--- src/rtl/median_frame_sequencer_if.sv ---
// Bundles the source, filter and destination signals of the frame sequencer.
// master = sequencer side, slave = sources/filter/sinks around it.
interface median_frame_sequencer_if #(
    parameter int DATA_W = 8
);
    logic [1:0]          src_req;
    logic [1:0]          src_pix_valid;
    logic [2*DATA_W-1:0] src_pix_data;
    logic [1:0]          src_grant;
    logic                filt_frame_sync_in;
    logic [DATA_W-1:0]   filt_data_in;
    logic                filt_frame_sync_out;
    logic [DATA_W-1:0]   filt_data_out;
    logic [1:0]          dst_valid;
    logic [DATA_W-1:0]   dst_data;
    logic                dst_sof;
    logic                dst_eof;
    logic [2:0]          err;
    logic                err_clr;
    logic                busy;

    modport master (
        input  src_req, src_pix_valid, src_pix_data, filt_frame_sync_out, filt_data_out, err_clr,
        output src_grant, filt_frame_sync_in, filt_data_in, dst_valid, dst_data, dst_sof, dst_eof,
               err, busy
    );

    modport slave (
        output src_req, src_pix_valid, src_pix_data, filt_frame_sync_out, filt_data_out, err_clr,
        input  src_grant, filt_frame_sync_in, filt_data_in, dst_valid, dst_data, dst_sof, dst_eof,
               err, busy
    );
endinterface

--- src/rtl/median_frame_sequencer.sv ---
// Shares one median filter between two pixel sources by granting whole frames,
// tagging each launched frame and routing the filtered frame back to its owner.
module median_frame_sequencer #(
    parameter int IMG_W  = 128,
    parameter int IMG_H  = 128,
    parameter int DATA_W = 8
) (
    input  logic                     clk,
    input  logic                     reset,
    median_frame_sequencer_if.master bus
);
    localparam int IMG_SIZE = IMG_W * IMG_H;
    localparam int CNT_W    = (IMG_SIZE > 1) ? $clog2(IMG_SIZE) : 1;
    localparam logic [CNT_W-1:0] LAST = CNT_W'(IMG_SIZE - 1);

    typedef enum logic {IN_IDLE, STREAM}      in_state_t;
    typedef enum logic {OUT_IDLE, OUT_ACTIVE} out_state_t;

    in_state_t         in_state_reg;
    out_state_t        out_state_reg;
    logic [CNT_W-1:0]  in_cnt_reg, out_cnt_reg;
    logic              grant_idx_reg, rr_last_reg, out_tag_reg;
    logic [1:0]        src_grant_reg, dst_valid_reg;
    logic              filt_sync_reg, dst_sof_reg, dst_eof_reg;
    logic [DATA_W-1:0] filt_data_reg, dst_data_reg;
    logic [2:0]        err_reg;
    logic              tag_mem_reg [2];
    logic              wr_ptr_reg, rd_ptr_reg;
    logic [1:0]        fifo_cnt_reg;

    logic [DATA_W-1:0] pix_arr [2];
    logic              fifo_empty, fifo_full, push, pop, win, head_tag;
    logic              sel_valid, underrun, orphan, truncate;
    logic              emit, emit_tag;
    logic [CNT_W-1:0]  emit_idx;

    genvar gi;
    for (gi = 0; gi < 2; gi++) begin : g_src
        assign pix_arr[gi] = bus.src_pix_data[gi*DATA_W +: DATA_W];
    end

    assign fifo_empty = (fifo_cnt_reg == 2'd0);
    assign fifo_full  = (fifo_cnt_reg == 2'd2);
    assign head_tag   = tag_mem_reg[rd_ptr_reg];
    assign pop        = bus.filt_frame_sync_out && !fifo_empty;
    // A pop in the same cycle frees the slot a new tag needs, so a full FIFO may still grant.
    assign push       = (in_state_reg == IN_IDLE) && (|bus.src_req) && (!fifo_full || pop);
    assign win        = (bus.src_req == 2'b11) ? ~rr_last_reg : bus.src_req[1];
    assign sel_valid  = bus.src_pix_valid[grant_idx_reg];
    assign underrun   = (in_state_reg == STREAM) && !sel_valid;
    assign orphan     = bus.filt_frame_sync_out && fifo_empty;
    assign truncate   = bus.filt_frame_sync_out && (out_state_reg == OUT_ACTIVE) && (out_cnt_reg != '0);

    // Output pixel of this cycle: a sync with a waiting tag restarts at index 0.
    always_comb begin
        emit     = pop || ((out_state_reg == OUT_ACTIVE) && !bus.filt_frame_sync_out);
        emit_idx = pop ? '0 : out_cnt_reg;
        emit_tag = pop ? head_tag : out_tag_reg;
    end

    for (gi = 0; gi < 2; gi++) begin : g_tag
        always_ff @(posedge clk or posedge reset) begin
            if (reset)
                tag_mem_reg[gi] <= 1'b0;
            else if (push && (wr_ptr_reg == 1'(gi)))
                tag_mem_reg[gi] <= win;
        end
    end

    always_ff @(posedge clk or posedge reset) begin
        if (reset) begin
            wr_ptr_reg   <= 1'b0;
            rd_ptr_reg   <= 1'b0;
            fifo_cnt_reg <= 2'd0;
        end else begin
            if (push) wr_ptr_reg <= ~wr_ptr_reg;
            if (pop)  rd_ptr_reg <= ~rd_ptr_reg;
            case ({push, pop})
                2'b10:   fifo_cnt_reg <= fifo_cnt_reg + 2'd1;
                2'b01:   fifo_cnt_reg <= fifo_cnt_reg - 2'd1;
                default: fifo_cnt_reg <= fifo_cnt_reg;
            endcase
        end
    end

    always_ff @(posedge clk or posedge reset) begin
        if (reset) begin
            in_state_reg  <= IN_IDLE;
            in_cnt_reg    <= '0;
            grant_idx_reg <= 1'b0;
            rr_last_reg   <= 1'b1;
            src_grant_reg <= 2'b00;
            filt_data_reg <= '0;
            filt_sync_reg <= 1'b0;
        end else begin
            filt_data_reg <= '0;
            filt_sync_reg <= 1'b0;
            case (in_state_reg)
                IN_IDLE: begin
                    if (push) begin
                        grant_idx_reg <= win;
                        rr_last_reg   <= win;
                        src_grant_reg <= win ? 2'b10 : 2'b01;
                        in_cnt_reg    <= '0;
                        in_state_reg  <= STREAM;
                    end
                end
                STREAM: begin
                    filt_data_reg <= sel_valid ? pix_arr[grant_idx_reg] : '0;
                    filt_sync_reg <= (in_cnt_reg == '0);
                    if (in_cnt_reg == LAST) begin
                        in_cnt_reg    <= '0;
                        src_grant_reg <= 2'b00;
                        in_state_reg  <= IN_IDLE;
                    end else begin
                        in_cnt_reg <= in_cnt_reg + 1'b1;
                    end
                end
                default: in_state_reg <= IN_IDLE;
            endcase
        end
    end

    // out_cnt_reg holds the index of the next expected filter pixel while OUT_ACTIVE.
    always_ff @(posedge clk or posedge reset) begin
        if (reset) begin
            out_state_reg <= OUT_IDLE;
            out_cnt_reg   <= '0;
            out_tag_reg   <= 1'b0;
            dst_valid_reg <= 2'b00;
            dst_data_reg  <= '0;
            dst_sof_reg   <= 1'b0;
            dst_eof_reg   <= 1'b0;
            err_reg       <= 3'b000;
        end else begin
            err_reg       <= (bus.err_clr ? 3'b000 : err_reg) | {truncate, orphan, underrun};
            dst_valid_reg <= emit ? (emit_tag ? 2'b10 : 2'b01) : 2'b00;
            dst_data_reg  <= emit ? bus.filt_data_out : '0;
            dst_sof_reg   <= emit && (emit_idx == '0);
            dst_eof_reg   <= emit && (emit_idx == LAST);
            if (emit) begin
                out_tag_reg <= emit_tag;
                if (emit_idx == LAST) begin
                    out_cnt_reg   <= '0;
                    out_state_reg <= OUT_IDLE;
                end else begin
                    out_cnt_reg   <= emit_idx + 1'b1;
                    out_state_reg <= OUT_ACTIVE;
                end
            end else if (bus.filt_frame_sync_out) begin
                out_cnt_reg   <= '0;
                out_state_reg <= OUT_IDLE;
            end
        end
    end

    assign bus.src_grant          = src_grant_reg;
    assign bus.filt_frame_sync_in = filt_sync_reg;
    assign bus.filt_data_in       = filt_data_reg;
    assign bus.dst_valid          = dst_valid_reg;
    assign bus.dst_data           = dst_data_reg;
    assign bus.dst_sof            = dst_sof_reg;
    assign bus.dst_eof            = dst_eof_reg;
    assign bus.err                = err_reg;
    assign bus.busy               = (in_state_reg == STREAM) || !fifo_empty || (out_state_reg == OUT_ACTIVE);
endmodule

--- src/flat_wrapper.sv ---
// flat-port wrapper written by rule: the top's interface ports become plain ports
module median_frame_sequencer_flat 
#(
    parameter int IMG_W  = 128,
    parameter int IMG_H  = 128,
    parameter int DATA_W = 8
)
  (clk, reset, bus_src_req, bus_src_pix_valid, bus_src_pix_data, bus_filt_frame_sync_out, bus_filt_data_out, bus_err_clr, bus_src_grant, bus_filt_frame_sync_in, bus_filt_data_in, bus_dst_valid, bus_dst_data, bus_dst_sof, bus_dst_eof, bus_err, bus_busy);
  median_frame_sequencer_if #(.DATA_W(DATA_W)) bus_i ();
  input  logic clk;
  input  logic reset;
  input wire logic [$bits(bus_i.src_req)-1:0] bus_src_req;
  input wire logic [$bits(bus_i.src_pix_valid)-1:0] bus_src_pix_valid;
  input wire logic [$bits(bus_i.src_pix_data)-1:0] bus_src_pix_data;
  input wire logic [$bits(bus_i.filt_frame_sync_out)-1:0] bus_filt_frame_sync_out;
  input wire logic [$bits(bus_i.filt_data_out)-1:0] bus_filt_data_out;
  input wire logic [$bits(bus_i.err_clr)-1:0] bus_err_clr;
  output wire logic [$bits(bus_i.src_grant)-1:0] bus_src_grant;
  output wire logic [$bits(bus_i.filt_frame_sync_in)-1:0] bus_filt_frame_sync_in;
  output wire logic [$bits(bus_i.filt_data_in)-1:0] bus_filt_data_in;
  output wire logic [$bits(bus_i.dst_valid)-1:0] bus_dst_valid;
  output wire logic [$bits(bus_i.dst_data)-1:0] bus_dst_data;
  output wire logic [$bits(bus_i.dst_sof)-1:0] bus_dst_sof;
  output wire logic [$bits(bus_i.dst_eof)-1:0] bus_dst_eof;
  output wire logic [$bits(bus_i.err)-1:0] bus_err;
  output wire logic [$bits(bus_i.busy)-1:0] bus_busy;
  assign bus_i.src_req = bus_src_req;
  assign bus_i.src_pix_valid = bus_src_pix_valid;
  assign bus_i.src_pix_data = bus_src_pix_data;
  assign bus_i.filt_frame_sync_out = bus_filt_frame_sync_out;
  assign bus_i.filt_data_out = bus_filt_data_out;
  assign bus_i.err_clr = bus_err_clr;
  assign bus_src_grant = bus_i.src_grant;
  assign bus_filt_frame_sync_in = bus_i.filt_frame_sync_in;
  assign bus_filt_data_in = bus_i.filt_data_in;
  assign bus_dst_valid = bus_i.dst_valid;
  assign bus_dst_data = bus_i.dst_data;
  assign bus_dst_sof = bus_i.dst_sof;
  assign bus_dst_eof = bus_i.dst_eof;
  assign bus_err = bus_i.err;
  assign bus_busy = bus_i.busy;
  median_frame_sequencer #(.IMG_W(IMG_W), .IMG_H(IMG_H), .DATA_W(DATA_W)) u_core (.clk(clk), .reset(reset), .bus(bus_i));
endmodule
--- config.mk ---
export PLATFORM = sky130hd
export DESIGN_NAME = median_frame_sequencer_flat
export DESIGN_NICKNAME = d
export VERILOG_FILES = /design/src/rtl/median_frame_sequencer_if.sv /design/src/rtl/median_frame_sequencer.sv /design/src/flat_wrapper.sv
export SDC_FILE = /design/constraint.sdc
export NUM_CORES = 1
export LEC_CHECK = 0
export ABC_AREA = 0
export BUFFER_PORTS_ARGS = -buffer_cell sky130_fd_sc_hd__buf_4
export CORE_MARGIN = 1
export CORE_UTILIZATION = 42
export DETAILED_ROUTE_END_ITERATION = 10
export GPL_TIMING_DRIVEN = 0
export SLEW_MARGIN = 5
export SYNTH_ARGS = -nofsm -noshare
export SYNTH_HDL_FRONTEND = slang
export SYNTH_SLANG_ARGS = --single-unit
--- constraint.sdc ---
create_clock -name clk -period 3.3 [get_ports clk]
set_input_delay 0.66 -clock clk [delete_from_list [all_inputs] [get_ports clk]]
set_output_delay 0.66 -clock clk [all_outputs]
set_load 0.05 [all_outputs]
* Yosys cells after proc, flatten, opt, wreduce, memory -nomap -nowiden
Index checks and enable logic that the tools add are counted.
** Cells by class
- Bitwise gates (word level) :: 7
- Mux-type cells :: 35
- Div/mod/pow operators :: 0
- Shift-type cells :: 0
- $mul :: 0
- Reductions and logical operators :: 29
- Order comparisons :: 3
- Add/sub/neg operators :: 4
- Equal/unequal tests :: 8
** Operator list (count)
- 2-to-1 mux 14 bit :: 6
- 2-to-1 mux 8 bit :: 6
- adder 14 x 1 -> 14 bit, second input constant :: 2
- == test 14 bit, second input constant :: 2
- logical NOT 14 bit :: 2
- case mux 14 bit (2 select lines) :: 1
- nonzero test 14 bit :: 1
- 2-to-1 mux 1 bit :: 13
- logical AND 1 bit :: 12
- 2-to-1 mux 2 bit :: 5
- case mux 2 bit (2 select lines) :: 2
- == test 2 bit, second input constant :: 3
- greater-or-equal comparator 2 bit, second input constant :: 2
- logical NOT 1 bit :: 4
- logical OR 1 bit :: 4
- NOT 1 bit :: 4
- NOT 1 -> 2 bit :: 2
- AND reduction 2 bit :: 2
- nonzero test 2 bit :: 2
- 2-to-1 mux 3 bit :: 1
- OR 3 bit :: 1
- adder 2 x 1 -> 2 bit, second input constant :: 1
- == test 2 x 1 -> 1 bit, second input constant :: 1
- logical NOT 2 bit :: 1
- other kinds (6) :: 6
** Word-level totals
- Bits in registers :: 65
- Bits of input ports :: 32
- Memories :: 0
- Bits in latches :: 0
- ROM bits :: 0
- RAM bits :: 0
- Word-level logic and storage cells :: 106

* Logic depth before layout (Yosys ltp)
Gate-level depths: netlist of the first run.
- Depth in word-level cells :: 7
- Depth in mapped cells :: 9

* Least setup slack after synthesis of the first run
Ideal clock, no wire load.
- Path type :: input to register
- Start :: input port bus_filt_frame_sync_out
- End :: register u_core.out_cnt_reg[8]
- Path buffers :: 1
- Data arrival time :: 2.202 ns
- Setup time :: 0.125 ns
- Cell stages on the path :: 8
- Path slack :: 0.974 ns
- Path through :: buf_2 > o21ai_4 > and2_1 > ha_1 > nand2_1 > nor4_4 > o31ai_1 > mux2_2
** Between the ends
- Longest elaborated chain between the ends :: 5
** Ends and longest elaborated chain
- from (decl) :: RTL line flat_wrapper.sv:15 : input wire logic [$bits(bus_i.filt_frame_sync_out)-1:0] bus_filt_frame_sync_out;
- logical AND 1 bit :: RTL line median_frame_sequencer.sv:45 : assign pop = bus.filt_frame_sync_out && !fifo_empty;
- 2-to-1 mux 14 bit :: RTL line median_frame_sequencer.sv:57 : emit_idx = pop ? '0 : out_cnt_reg;
- adder 14 x 1 -> 14 bit / == test 14 bit (equally long branches) :: RTL line median_frame_sequencer.sv:147, median_frame_sequencer.sv:143
- 2-to-1 mux 14 bit :: RTL line median_frame_sequencer.sv:143 : if (emit_idx == LAST) begin
- 2-to-1 mux 14 bit :: RTL line median_frame_sequencer.sv:141 : if (emit) begin
- to (signal assigned) :: RTL line median_frame_sequencer.sv:147 : out_cnt_reg <= emit_idx + 1'b1;
- to (decl) :: RTL line median_frame_sequencer.sv:21 : logic [CNT_W-1:0] in_cnt_reg, out_cnt_reg;
Parallel ways exist; a longest one is shown, timed or not.
A chain may end at the register's enable or synchronous reset.

* Worst setup path after layout of the first run
- Start :: register u_core.fifo_cnt_reg[1]
- End :: register u_core.out_cnt_reg[8]
** Between the ends
- Longest elaborated chain between the ends :: 7
** Ends and longest elaborated chain
- from (decl) :: RTL line median_frame_sequencer.sv:29 : logic [1:0] fifo_cnt_reg;
- from (signal assigned) :: RTL line median_frame_sequencer.sv:79 : 2'b10: fifo_cnt_reg <= fifo_cnt_reg + 2'd1;
- from (signal assigned) :: RTL line median_frame_sequencer.sv:80 : 2'b01: fifo_cnt_reg <= fifo_cnt_reg - 2'd1;
- from (signal assigned) :: RTL line median_frame_sequencer.sv:81 : default: fifo_cnt_reg <= fifo_cnt_reg;
- logical NOT 2 bit * :: RTL line median_frame_sequencer.sv:42 : assign fifo_empty = (fifo_cnt_reg == 2'd0);
- logical NOT 1 bit * :: RTL line median_frame_sequencer.sv:45
- logical AND 1 bit * :: RTL line median_frame_sequencer.sv:45
- 2-to-1 mux 14 bit :: RTL line median_frame_sequencer.sv:57
- adder 14 x 1 -> 14 bit / == test 14 bit (equally long branches) :: RTL line median_frame_sequencer.sv:147, median_frame_sequencer.sv:143
- 2-to-1 mux 14 bit :: RTL line median_frame_sequencer.sv:143
- 2-to-1 mux 14 bit :: RTL line median_frame_sequencer.sv:141
Every way passes the cells marked *; elsewhere a longest branch is shown, timed or not.

==> results of run 1 <==
-- logic make-up after synthesis --
group	after synthesis	share of synthesized area (%)
and+or+nand+nor	142	24.80
DFF	65	49.41
AOI/OAI and AO/OA	54	12.99
buffers and inverters	28	3.684
muxes	15	4.672
xor gates and xnor gates	11	2.924
adders and majority gates	4	1.519
-- layer usage --
layer	part of all wire (%)	track usage, %	wire length [um]	vias up
met3	5.1	3.872	383	14
li1	-	-	-	1301
met1	50	28.20	3771	1240
met2	42	27.84	3192	77
met5	0	0	0	-
met4	2.2	9.274	166	0
-- power breakdown --
part | switching, mW | total [mW] | leakage (nW) | internal, mW
clock network | 0.324 | 0.694 | 0.0985 | 0.370
logic | 0.242 | 0.377 | 1.02 | 0.135
registers | 0.0355 | 0.892 | 0.824 | 0.856
total | 0.601 | 1.96 | 1.94 | 1.36
-- metrics by stage --
stage / setup slack [ps] / area, um2 / total power, mW
after floorplan: 973.6 / 3294 / 1.159
after global placement: 165.2 / 3846 / 1.280
after detailed placement: 686.8 / 3849 / 1.288
after CTS: 830.8 / 4054 / 1.990
after global routing: 662.2 / 4054 / 2.057
final: 820.2 / 4054 / 1.963
-- Yosys cell counts, types with 3 or more instances --
cell	count
nor4_1	10
inv_1	13
ha_1	4
o21ai_0	7
nor2_1	23
a21oi_1	8
nand4_2	3
mux2i_1	12
a22o_1	7
xnor2_1	7
and4_1	4
buf_2	5
dfrtp_1	64
xor2_1	4
nand3_1	8
and3_1	15
clkbuf_1	5
nor4b_1	3
nand2_1	34
nor3_1	9
a31oi_1	5
o31ai_1	7
nand2b_1	5
and2_1	6
nand4_1	10
-- final timing paths --
| path | start | endpoint | depth (start not counted) |
|---|---|---|---|
| max | u_core.fifo_cnt_reg[1]$_DFFE_PP0P_ | u_core.out_cnt_reg[8]$_DFFE_PP0P_ | 8 |
| min | u_core.rr_last_reg$_DFFE_PP1P_ | u_core.rr_last_reg$_DFFE_PP1P_ | 2 |
| max reg2reg | u_core.fifo_cnt_reg[1]$_DFFE_PP0P_ | u_core.out_cnt_reg[8]$_DFFE_PP0P_ | 8 |
| min reg2reg | u_core.rr_last_reg$_DFFE_PP1P_ | u_core.rr_last_reg$_DFFE_PP1P_ | 2 |
| max in group asynchronous | reset | u_core.bus.dst_sof$_DFF_PP0_ | 2 |
| min in group asynchronous | reset | u_core.bus.dst_data[0]$_DFF_PP0_ | 2 |
-- final cells by class --
type | count | area, um2 | share of cell area (%)
clock buffer | 10 | 137.6 | 3.395
inverter | 13 | 51.30 | 1.265
clock inverter | 6 | 67.56 | 1.667
buffer | 15 | 72.57 | 1.790
multi-input combinational | 226 | 1545 | 38.12
timing repair buffer | 57 | 427.9 | 10.56
tap | 99 | 123.9 | 3.056
sequential | 65 | 1628 | 40.15
-- worst max-delay path, cell delays in order, from the launching register on --
cell     delay [ps]
dfrtp_1         360
buf_4           170
o21ai_4         290
and2_1          210
ha_1            210
nand2_1         200
nor4_4          520
o31ai_1         130
mux2_2          280
==> results_dict.tcl, run 1 <==
set metrics [dict create \
    async_flop_share_pct 100.0 \
    yosys.area.top_type "dfrtp_1" \
    synth_area_leaders "dfrtp_1 (49%), nand2_1 (3.9%), mux2i_1 (3.6%)" \
    placed_cells 475 \
    grt_max_degree 66 \
    fmax_ghz 0.4033 \
    worstMarginPinSlew_ps 794.1 \
    via_count 2632 \
    ctsHoldBuffers 0 \
    dieArea_um2 8202 \
    layout-drive-gt1-share_pct 25.77 \
    startpoint_type "register" \
    syn_area_per_cell_um2 10.33 \
    yosysSeqAreaShare_pct 49.41 \
    hp-class "register to register" \
    first_global_vias 2524 \
    drtIter0Drc 131 \
    irDropWorstVdd_mv 0.3042 \
    die_w_um 90.57 \
    final_util_pct 54.72 \
    grt_antenna_before_repair 0 \
    wl_per_cell_um 15.30 \
    p_leak_nw 1.941 \
    wirelength_um 7514 \
    stdcell_count 491 \
    worst_setup_path_end_kind "register" \
    synthDistinctLibCells 58 \
    yosys_warnings 0 \
    core_area_um2 7408 \
    clk_path_buf_depth 2 \
    mostFrequentLayoutCells "dfrtp_1 (64), buf_4 (59), nand2_1 (34), nor2_1 (23), and3_1 (15)" \
    grt_pass1_wl_um 12560 \
    htreeDepth 3 \
    nNetsFinal 423 \
    synth_nets 355 \
    drc 0 \
    cts_sinks 65 \
    slew_violations 0 \
    drv_cap 0 \
    status "completed" \
    r2r_slack_ps 820 \
    rsz0062_at_grt "false" \
    path_class "register to register" \
    hold_ws_ps 462.3 \
    clk_pin_slew_ps 70 \
    final.setup_skew_ps 8.799 \
    setup_viol 0 \
    grt_overflow 0 \
    tns_ps 0 \
    vias_per_cell 5.360 \
    crit_arrival_ps 2710 \
    ioPinCount 59 \
    ys_seq_elements 65 \
    synth_edf_count 0 \
    fillers 658 \
    cp.required_ps 3530 \
    cts_setup_buffers 0 \
    clk_latency_ps 340 \
    initial_utilization_pct 44.47 \
    synth_top_area_share_pct 48.61 \
    synth_ff_type "dfrtp_1" \
    antenna_left 0 \
    cts_buffers 9 \
    routabilityCongestion 0.8494 \
    area_delta_synth_final_pct 23.05 \
    finalCritPeriodShare_pct 75.14 \
    worst-path-max-fanout 10 \
    finalCriticalPeriod_ps 2480 \
    port_buffers 57 \
    slew_headroom_pct 47.06 \
    num_rows 31 \
    drt_pre_antenna_iters 5 \
    cts_tree "done" \
    cts_resized 0 \
    synthCells 319 \
    final_common_cell "dfrtp_1" \
    gr-usage-all-layers_pct 19.50 \
    root_buffer "clkbuf_8" \
    power_density_nw_per_um2 484.1 \
    finalHoldViolCount 0 \
    die_y_um 90.57 \
    synthesis.area_um2 3294 \
    antenna_cells 0 \
    dp_hpwl_um 5259 \
]
(Power assumes the default switching activity.)
==> run 2: changes to the inputs <==
clock period = 2.3 ns   (was 3.3 ns; I/O delays follow)
==> run 2 against run 1 <==
  * Count of clock-buffer cells in the layout stayed put
  * Flip-flop and latch count stayed put
  * Core utilization is 0.54 points higher
  * Clock skew is 0.75 ps lower
  * Global-route usage stayed put
  * Fmax is 13% higher
  * Clock power is 44% higher
  * Die area stayed put
  * Cell count is 1.0% higher
  * Hold slack worse by 200 ps
  * Largest cell class unchanged
  * Largest power group unchanged
  * Highest routed layer unchanged
==> results_dict.tcl, run 2 (synthesis results as in run 1) <==
set metrics [dict create \
    dp_hpwl_um 5259 \
    die_y_um 90.57 \
    grt_antenna_before_repair 0 \
    dieArea_um2 8202 \
    routabilityCongestion 0.8494 \
    slew_violations 0 \
    grt_max_degree 66 \
    ctsHoldBuffers 0 \
    mostFrequentLayoutCells "buf_4 (64), dfrtp_1 (64), nand2_1 (33), nor2_1 (23), and3_1 (15)" \
    pre_cts_ws_ps -154.8 \
    p_leak_nw 1.965 \
    crit_arrival_ps 2490 \
    area_delta_synth_final_pct 24.27 \
    vias_per_cell 5.395 \
    placed_cells 475 \
    finalCritPeriodShare_pct 95.61 \
    wirelength_um 7549 \
    cts_sinks 65 \
    via_count 2676 \
    fillers 657 \
    first_global_vias 2525 \
    path_class "register to register" \
    ioPinCount 59 \
    status "completed" \
    worstMarginPinSlew_ps 792.9 \
    r2r-end "u_core.out_cnt_reg[12]$_DFFE_PP0P_" \
    antenna_left 0 \
    final.setup_skew_ps 8.053 \
    power.total_mw 2.832 \
    grt_pass1_wl_um 12580 \
    htreeDepth 3 \
    num_rows 31 \
    slew_headroom_pct 47.14 \
    wl_per_cell_um 15.22 \
    postPlaceCellArea_um2 3849 \
    clk_pin_slew_ps 70 \
    setup_viol 0 \
    clk_path_buf_depth 2 \
    finalHoldViolCount 0 \
    cts_buffers 9 \
    worst_setup_path_end_kind "register" \
    fmax_ghz 0.4548 \
    port_buffers 57 \
    drt_pre_antenna_iters 4 \
    reg2reg_depth 8 \
    irDropWorstVdd_mv 0.4367 \
    initial_utilization_pct 44.47 \
    r2r_slack_ps 100 \
    finalCriticalPeriod_ps 2199 \
    drc 0 \
    layout-drive-gt1-share_pct 26.95 \
    r2r-start "u_core.fifo_cnt_reg[0]$_DFFE_PP0P_" \
    grt_overflow 0 \
    clk_latency_ps 350 \
    nNetsFinal 428 \
    cts_tree "done" \
    worst-path-max-fanout 9 \
    antenna_cells 0 \
    drtIter0Drc 130 \
    drv_cap 0 \
    stdcell_count 496 \
    gr-usage-all-layers_pct 19.50 \
    hp-class "input port to async pin" \
    cp.required_ps 2590 \
    root_buffer "clkbuf_8" \
    setup_ws_ps 101.1 \
    core_area_um2 7408 \
    startpoint "u_core.fifo_cnt_reg[0]$_DFFE_PP0P_" \
    tns_ps 0 \
    power_density_nw_per_um2 691.8 \
    final_area_um2 4094 \
    startpoint_type "register" \
    die_w_um 90.57 \
]
run 2: cell count changes in the layout (fill, tap and decap cells not counted), sizes merged:
cell / before / now
buf: 65 / 70
run 2: report_power, final:
part | total (mW) | switching [mW] | internal (mW)
Clock | 1.00 | 0.472 | 0.531
Sequential | 1.28 | 0.0513 | 1.23
Combinational | 0.550 | 0.350 | 0.199
Total | 2.83 | 0.874 | 1.96
run 2: metal layers:
metal / track usage [%] / up-vias / wire (um)
met5: 0 / - / 0
met4: 9.274 / 0 / 133
met3: 3.872 / 15 / 437
met2: 27.90 / 91 / 3269
met1: 28.14 / 1264 / 3708
li1: - / 1306 / -
run 2: layout make-up:
cell class	count	area, um2	area share [%]
sequential	65	1628	39.76
timing repair buffer	62	465.4	11.37
buffer	15	72.57	1.773
clock inverter	6	67.56	1.650
clock buffer	10	137.6	3.362
multi-input combinational	226	1548	37.81
tap	99	123.9	3.026
inverter	13	51.30	1.253
run 2: worst max-delay path, stage by stage, from the launching register on:
cell and delay [ps]:
dfrtp_1 360, buf_2 180, o21ai_4 250, and2_1 190, ha_1 230, and2_1 190, nand3_1 150, or4_1 520
nand2_1 80
run 2: through the flow:
| stage | hold WS (ps) | util, % |
|---|---|---|
| final | 259.5 | 55.26 |
| after global routing | 325.5 | 55.26 |
| after CTS | 303.1 | 54.82 |
| after detailed placement | 454.1 | 51.95 |
| after global placement | 445.2 | 51.92 |
| after floorplan | 436.9 | - |
run 2: repair_timing:
| item | in CTS | in global routing |
|---|---|---|
| pin swaps | 1 | 1 |
| resized for setup | 0 | 1 |
| endpoints found under the hold margin | 0 | 0 |
| buffers inserted | 1 | 4 |
| endpoints found under the setup margin | 5 | 10 |
run 2: worst max-delay path by stage:
| stage | depth (start not counted) | slack (ps) | endpoint |
|---|---|---|---|
| after floorplan | 8 | 160 | u_core.out_cnt_reg[8]$_DFFE_PP0P_ |
| after global placement | 2 | -630 | u_core.in_cnt_reg[1]$_DFFE_PP0P_ |
| after detailed placement | 9 | -150 | u_core.out_cnt_reg[8]$_DFFE_PP0P_ |
| after CTS | 9 | 30 | u_core.out_cnt_reg[13]$_DFFE_PP0P_ |
| after global routing | 9 | -6 | u_core.out_cnt_reg[12]$_DFFE_PP0P_ |
| final | 8 | 100 | u_core.out_cnt_reg[12]$_DFFE_PP0P_ |
==> run 3: changes to the inputs <==
CELL_PAD_IN_SITES_DETAIL_PLACEMENT = 0   (was unset)
CELL_PAD_IN_SITES_GLOBAL_PLACEMENT = 2   (was unset)
CORE_UTILIZATION = 35   (was 42)
PLACE_DENSITY_LB_ADDON = 0.1   (was unset)
==> run 3 against run 2 <==
  * Worst setup slack gained 64 ps
  * Flip-flop and latch count is the same
  * Cell count grew 2.8%
  * Non-clock buffer count grew 2
  * Final area grew 1.6%
  * Die area grew 20%
  * Core utilization shrank 10 points
  * Critical path depth shrank 4
  * Routed wire length grew 6.2%
  * Fmax grew 3.0%
  * Critical endpoint is now bus_busy
  * Largest power group unchanged
==> results_dict.tcl, run 3 (synthesis results as in run 1) <==
set metrics [dict create \
    cp.required_ps 1840 \
    finalCritPeriodShare_pct 92.83 \
    mostFrequentLayoutCells "buf_4 (65), dfrtp_1 (64), nand2_1 (33), nor2_1 (23), and3_1 (15)" \
    slew_violations 0 \
    wl_per_cell_um 15.73 \
    core_area_um2 9196 \
    worst-path-max-fanout 10 \
    drt_pre_antenna_iters 4 \
    path_class "register to primary output" \
    via_count 2692 \
    worst-path-buf-inv 2 \
    drtIter0Drc 115 \
    highest_layer "met4" \
    routabilityCongestion 0.8080 \
    status "completed" \
    wl_met1_um 4108 \
    antenna_cells 0 \
    vias_per_cell 5.278 \
    num_rows 35 \
    ioPinCount 59 \
    power_density_nw_per_um2 701.0 \
    fillers 900 \
    die_y_um 99.02 \
    port_buffers 57 \
    grt_antenna_before_repair 0 \
    wirelength_um 8020 \
    critPathMaxStageDelay_ps 480 \
    finalHoldViolCount 0 \
    final_common_cell "buf_4" \
    wl_met3_um 206 \
    worstMarginPinSlew_ps 550.2 \
    irDropWorstVdd_mv 0.3030 \
    setup_viol 0 \
    worst_setup_path_end_kind "primary output" \
    cts_sinks 65 \
    antenna_left 0 \
    layout-drive-gt1-share_pct 27.57 \
    rsz0062_at_grt "false" \
    gr-usage-all-layers_pct 17.63 \
    final_area_um2 4159 \
    clk_latency_ps 340 \
    final.setup_skew_ps 9.745 \
    seqCellArea_um2 1628 \
    nNetsFinal 430 \
    first_global_vias 2613 \
    critPathSlowestCell "dfrtp_1" \
    finalCriticalPeriod_ps 2135 \
    drc 0 \
    multi_input_area_um2 1556 \
    stdcell_count 510 \
    fmax_ghz 0.4684 \
    wl_met2_um 3607 \
    root_buffer "clkbuf_8" \
    cts_tree "done" \
    grt_pass1_wl_um 13430 \
    clk_pin_slew_ps 80 \
    htreeDepth 3 \
    cp.depth 4 \
    reg2reg_depth 8 \
    grt_max_degree 39 \
    startpoint_type "register" \
    initial_utilization_pct 35.82 \
    grt_overflow 0 \
    dp_hpwl_um 5570 \
    crit_arrival_ps 1680 \
    placed_cells 488 \
    path_cells "clkbuf_1 -> nor2_1 -> nand2_1 -> buf_4" \
    hold_ws_ps 106.1 \
    dieArea_um2 9805 \
    drv_cap 0 \
    area_delta_synth_final_pct 26.24 \
    cts_buffers 9 \
    cp_top_family "buffers and inverters" \
    postPlaceCellArea_um2 3884 \
    slew_headroom_pct 63.20 \
    p_leak_nw 1.988 \
    clk_path_buf_depth 2 \
    hp-class "input port to async pin" \
    power.total_mw 2.915 \
    die_w_um 99.02 \
]
[run 3: cell count changes in the layout (fill, tap and decap cells not counted), sizes merged]
cell / change
buf: +2
clkbuf: -1
clkinv: +1
bufinv: +1
clkinvlp: -1
[run 3: cell type report]
cell class / count / share of cell area (%)
clock inverters: 7 / 2.286
repair buffers: 64 / 11.85
multi-input cells: 226 / 37.42
well taps: 111 / 3.339
inverters: 13 / 1.233
flip-flops and latches: 65 / 39.14
plain buffers: 15 / 1.745
clock buffers: 9 / 2.978
[run 3: layer usage]
| metal | up-vias | track usage, % |
|---|---|---|
| met2 | 46 | 26.36 |
| met4 | 0 | 6.544 |
| met5 | - | 0 |
| met1 | 1320 | 25.29 |
| li1 | 1318 | - |
| met3 | 8 | 3.333 |
[run 3: final timing paths]
| check | end | start | slack [ps] |
|---|---|---|---|
| min in group clk | u_core.bus.err[1]$_DFF_PP0_ | bus_err_clr | 320 |
| hold reg to reg | u_core.rr_last_reg$_DFFE_PP1P_ | u_core.rr_last_reg$_DFFE_PP1P_ | 460 |
| setup reg to reg | u_core.out_cnt_reg[12]$_DFFE_PP0P_ | u_core.fifo_cnt_reg[0]$_DFFE_PP0P_ | 180 |
| max in group asynchronous | u_core.rr_last_reg$_DFFE_PP1P_ | reset | 1600 |
| setup / recovery | bus_busy | u_core.in_state_reg$_DFF_PP0_ | 160 |
| hold / removal | u_core.bus.dst_data[7]$_DFF_PP0_ | reset | 110 |
[run 3: power by group]
part           switching (mW)  internal, mW
logic                   0.355         0.205
clock network           0.467         0.610
registers              0.0496          1.23
[run 3: repair_timing]
item,in CTS,in global routing
setup endpoints to repair,5,11
hold buffers,0,0
resized for setup,0,3
pin swaps,1,1
buffers inserted,1,5
endpoints found under the hold margin,0,0
[run 3: stage by stage]
| stage | TNS, ps | utilization, % | setup slack (ps) |
|---|---|---|---|
| floorplan | 0 | - | 159.8 |
| global placement | -50560 | 41.99 | -781.3 |
| detailed placement | -497.1 | 42.23 | -150.4 |
| CTS | 0 | 44.69 | 20.53 |
| global route | 0 | 45.22 | 28.45 |
| finish | 0 | 45.22 | 164.9 |
[run 3: worst register-to-register path: cells and delay by family (launching register included)]
family / cells / cell delay [ps]
and+or+nand+nor: 5 / 1100
DFF: 1 / 360
adders and majority gates: 1 / 220
AOI/OAI and AO/OA: 1 / 220
buffers and inverters: 1 / 180
